**config.mk**
```make
export PLATFORM = sky130hd
export DESIGN_NAME = vertical_timing_ctrl
export DESIGN_NICKNAME = d
export VERILOG_FILES = /design/src/rtl/vertical_timing_ctrl.sv
export SDC_FILE = /design/constraint.sdc
export NUM_CORES = 1
export LEC_CHECK = 0
export ABC_CLOCK_PERIOD_IN_PS = 4380
export BUFFER_PORTS_ARGS = -buffer_cell sky130_fd_sc_hd__clkbuf_2
export CAP_MARGIN = 25
export CORE_MARGIN = 4
export CORE_UTILIZATION = 60
export CTS_CLUSTER_DIAMETER = 60
export DETAILED_ROUTE_END_ITERATION = 7
export PLACE_DENSITY_LB_ADDON = 0.2
export SYNTH_ARGS = -nofsm -noshare
export SYNTH_HDL_FRONTEND = slang
export SYNTH_SLANG_ARGS = --single-unit
export TNS_END_PERCENT = 1
```
**constraint.sdc**
```tcl
create_clock -name clk -period 4.38 [get_ports clk]
set_clock_uncertainty 0.05 [all_clocks]
set_input_delay 0.876 -clock clk [delete_from_list [all_inputs] [get_ports clk]]
set_output_delay 0.876 -clock clk [all_outputs]
set_load 0.01 [all_outputs]
```
**src/rtl/vertical_timing_ctrl.sv**
```systemverilog
// Vertical timing stage of the VGA controller.
// Counts lines on each line-end pulse (ven) from the horizontal stage and
// derives vsync, the vertical active flag, a frame-start strobe and a frame
// counter. Every output is registered and decodes the line being entered, so
// each one changes on the same edge as vcount.
module vertical_timing_ctrl #(
   parameter int V_ACTIVE  = 480,   // visible lines
   parameter int V_FP      = 10,    // front-porch lines (0 skips the state)
   parameter int V_SYNC    = 2,     // sync-pulse lines, at least 1
   parameter int V_BP      = 33,    // back-porch lines (0 skips the state)
   parameter bit VSYNC_NEG = 1'b1,  // 1: vsync active-low
   parameter int CNT_W     = 16,
   parameter int FRAME_W   = 8
) (
   input  logic               clk,
   input  logic               rst,
   input  logic               ven,
   output logic [CNT_W-1:0]   vcount,
   output logic               vsync,
   output logic               v_active,
   output logic               frame_start,
   output logic [FRAME_W-1:0] frame_cnt,
   output logic [1:0]         vstate
);

   typedef enum logic [1:0] {
      ST_ACTIVE = 2'd0,
      ST_FP     = 2'd1,
      ST_SYNC   = 2'd2,
      ST_BP     = 2'd3
   } vstate_e;

   localparam int V_TOTAL = V_ACTIVE + V_FP + V_SYNC + V_BP;

   // Line numbers at which each region begins. An empty porch makes two
   // starts coincide, so that state can never be decoded.
   localparam logic [CNT_W-1:0] L_LAST       = CNT_W'(V_TOTAL - 1);
   localparam logic [CNT_W-1:0] L_FP_START   = CNT_W'(V_ACTIVE);
   localparam logic [CNT_W-1:0] L_SYNC_START = CNT_W'(V_ACTIVE + V_FP);
   localparam logic [CNT_W-1:0] L_BP_START   = CNT_W'(V_ACTIVE + V_FP + V_SYNC);

   logic [CNT_W-1:0]   r_vcount;
   vstate_e            r_state;
   logic               r_vsync;
   logic               r_v_active;
   logic               r_frame_start;
   logic [FRAME_W-1:0] r_frame_cnt;

   logic               w_wrap;
   logic [CNT_W-1:0]   w_vcount_next;
   vstate_e            w_state_next;

   // Next line number and the region it falls in.
   always_comb begin
      // NOTE: every always_comb output gets a default first, so no path can leave it unassigned and infer a latch.
      w_wrap        = 1'b0;
      w_vcount_next = '0;
      w_state_next  = ST_ACTIVE;

      w_wrap        = (r_vcount == L_LAST);
      w_vcount_next = w_wrap ? '0 : r_vcount + CNT_W'(1);

      if (w_vcount_next < L_FP_START)
         w_state_next = ST_ACTIVE;
      else if (w_vcount_next < L_SYNC_START)
         w_state_next = ST_FP;
      else if (w_vcount_next < L_BP_START)
         w_state_next = ST_SYNC;
      else
         w_state_next = ST_BP;
   end

   // Line counter, FSM and registered outputs, all advanced by one sampled ven.
   always_ff @(posedge clk or posedge rst) begin
      // NOTE: state uses nonblocking assignments so every register sees pre-edge values regardless of statement order.
      if (rst) begin
         r_vcount      <= '0;
         r_state       <= ST_ACTIVE;
         r_vsync       <= VSYNC_NEG;
         r_v_active    <= 1'b1;
         r_frame_start <= 1'b0;
         r_frame_cnt   <= '0;
      end else if (ven) begin
         r_vcount      <= w_vcount_next;
         r_state       <= w_state_next;
         r_vsync       <= (w_state_next == ST_SYNC) ^ VSYNC_NEG;
         r_v_active    <= (w_state_next == ST_ACTIVE);
         r_frame_start <= w_wrap;
         if (w_wrap)
            r_frame_cnt <= r_frame_cnt + FRAME_W'(1);
      end else begin
         r_frame_start <= 1'b0;
      end
   end

   assign vcount      = r_vcount;
   assign vstate      = r_state;
   assign vsync       = r_vsync;
   assign v_active    = r_v_active;
   assign frame_start = r_frame_start;
   assign frame_cnt   = r_frame_cnt;

endmodule

```
==> results.md <==
- H-tree Lvls: 2
- Worst-Skew Late Latency: 330 ps
- CP Max Fanout: 12
- Num CTS Buffers: 5
- Clock tree buffer depth: 2
- Sw frac: 39.39%
- DRT Pass-1 Iters: 4
- Most used cell, CP: nor4_4
- Chip width: 63.22 um
- Routability cong.: 0.8521
- Cts hold-fix bufs: 0
- GR Overflow Total: 0
- Rel. slew slack: 60.73%
- Clock Pin Slew Worst Setup and Hold Paths: 90 ps
- Worst min path class: reg -> reg
- Tmin final: 2495 ps
- Iteration-0 DRC Markers: 110
- Synthesized Nets: 200
- CP Launch Type: flip-flop
- Initial antenna violation count: 0
- Crit path kind: reg -> reg
- Post-CTS resize count: 0
- Maximum vdd drop: 0.2150 mV
- EDFF count, synth: 0
- Mapped Cells: 194
- Worst hold stages: 2
- Worst Hold Slack: 410.1 ps
- Largest net degree at the start of global routing: 26
- Port Buf Inserts: 31
- DRC: 0
- Critical Path RT: 4560 ps
- Top Family by Delay on Critical Path: simple AND/OR/NAND/NOR gates
- Period utilization: 56.95%
- Sequential area share after synthesis: 39.81%
- Crit-path slowest cell: dfrtp_1
- WP data arrival: 2680 ps
- Die Y: 63.22 um
- Die area: 0.003996 sq mm
- Post-layout nets: 223
- Fillers: 220
- Row count: 19
- Area share of the largest cell type after synthesis: 36.94%
- Power share of the clock group: 22.4%
- RSZ-0062 raised after global routing: false
- Worst-Margin Slew: 587.2 ps
- Crit path depth: 7
- Max cap viols: 0
- Logic gate share of total power: 25.4%
- P&R area growth vs syn: 9.576%
- Core area: 0.002829 sq mm
- PwrDens: 351.3 mW/mm^2
- Worst Reg-to-Reg Cells: 7
- Psw: 0.2774 mW
- Avg Synthesized Cell Area: 9.429 sq um
- Num Clock Sinks: 29
- # diodes: 0
- Root Driver: clkbuf_4
- Ys async rst share: 100.0%
- Post-CTS Repair Setup Buffers: 0
- Routed wire length: 3852 um
- Slew Viols, Final: 0
- Status: completed
- Synthesized flop and latch total: 29
- Largest stage delay on the critical path: 540 ps
- Prevailing post-synth register cell: dfrtp_1
- Vias per cell: 6.253
- Reg power frac: 52.2%
- Synth cell types: 52
- Fraction of layout cells with a size suffix above 1: 23.85%
- Internal Power: 0.4267 mW
- Vias in the first global route: 1438
- Number of synthesis warnings: 0
- Routed via count: 1557
- CP endpoint kind: flip-flop
- First-pass GRT wire length: 6927 um
- Post-route setup slack: 1885 ps
- WL per Instance: 15.47 um
- Fmax: 400.9 MHz
- Final Hold Fails: 0
- WP buf/inv: 0
- Post-Route Utilization: 70.85%
- Yosys top cell by area: dfrtp_1
- Setup violations, final: 0
- Setup WS pre-CTS: 1923 ps
- Synthesized area: 0.001829 sq mm
- GRT Util Overall: 21.54%
- TNS Setup: 0 ps
- Routed Antenna Nets: 0
- Total power: 0.7041 mW
- Starting Density: 64.66%
- LEAKAGE: 0.9167 nW
- CP cell instances: ha_1 > nand4_4 > nor4_4 > mux2i_1 > nor4_4 > nand2_1 > o22a_1
- I/O Pins: 32
- Top area cells in the synthesized netlist: dfrtp_1 (37%), xnor2_1 (6.2%), nand2_1 (4.3%)
- Final HPWL DP: 2819 um
- CTS tree: done
==> cell usage in the layout (no fill, tap or decap), types with 5 or more instances in the layout <==
cell type	count
a31oi_1	5
clkbuf_2	31
clkbuf_4	5
dfrtp_1	27
inv_1	5
nand2_1	21
nand3_1	6
nand4_1	10
nor2_1	13
nor3_1	9
o21ai_0	9
o31ai_1	6
xnor2_1	13
==> power groups by stage <==
stage               Combinational, mW  Sequential, mW  Clock [mW]
floorplan                       0.184           0.326           0
global placement                0.174           0.370           0
detailed placement              0.177           0.372           0
CTS                             0.179           0.367       0.163
global route                    0.200           0.376       0.182
finish                          0.179           0.367       0.158
==> state kept, by name, summed over array words and instances (netlist names) <==
signal,cells
frame_cnt,8
frame_start,1
v_active,1
vcount,16
vstate,2
vsync,1
==> stage by stage <==
| stage | cells | area (sq um) |
|---|---|---|
| CTS | 249 | 2004 |
| global route | 249 | 2004 |
| floorplan | 194 | 1829 |
| finish | 249 | 2004 |
| detailed placement | 241 | 1949 |
| global placement | 240 | 1922 |
==> layout make-up <==
type / count / area (sq um) / share of cell area [%]
Sequential cell: 29 / 728.2 / 36.33
Clock inverter: 3 / 17.52 / 0.8739
Clock buffer: 5 / 37.54 / 1.873
Multi-Input combinational cell: 144 / 980.9 / 48.94
Tap cell: 31 / 38.79 / 1.935
Inverter: 5 / 18.77 / 0.9363
Timing Repair Buffer: 32 / 182.7 / 9.114
==> per-layer routing <==
metal	wire, um	GRT usage, %	up-vias	part of all wire [%]
li1	-	-	754	-
met1	1699	29.06	722	44
met2	1821	34.12	74	47
met3	283	5.684	7	7.3
met4	47	6.199	0	1.2
met5	0	0	-	0
==> tightest hold or removal path, stage by stage, from the launching register on <==
cell and delay [ps]:
dfstp_2 380, inv_1 40, o21ai_1 50
==> worst paths after layout <==
path                                  startpoint                    end  slack [ps]
max in group asynchronous                    rst  vcount[7]$_DFFE_PP0P_        3320
setup / recovery           vcount[1]$_DFFE_PP0P_  vstate[1]$_DFFE_PP0P_        1890
min in group asynchronous                    rst  vstate[0]$_DFFE_PP0P_         490
hold / removal              v_active$_DFFE_PP1P_   v_active$_DFFE_PP1P_         410
hold reg to reg             v_active$_DFFE_PP1P_   v_active$_DFFE_PP1P_         410
setup reg to reg           vcount[1]$_DFFE_PP0P_  vstate[1]$_DFFE_PP0P_        1890
==> cells in the mapped netlist, types with 6 or more instances <==
master and count:
xnor2_1 13, nand3_1 6, nand4_1 10, dfrtp_1 27
nor3_1 9, nand2_1 21, o31ai_1 6, nor2_1 13
o21ai_0 9
==> cell families after synthesis <==
kind of cell | synth area share [%]
AND/OR/NAND/NOR | 28.11
adder cells (fa/ha/maj) | 2.052
flip-flops | 39.81
buffers and inverters | 6.566
multiplexers | 1.163
AO/OA/AOI/OAI | 14.16
XOR/XNOR | 8.139
No activity file was read; power rests on OpenSTA's default activity.
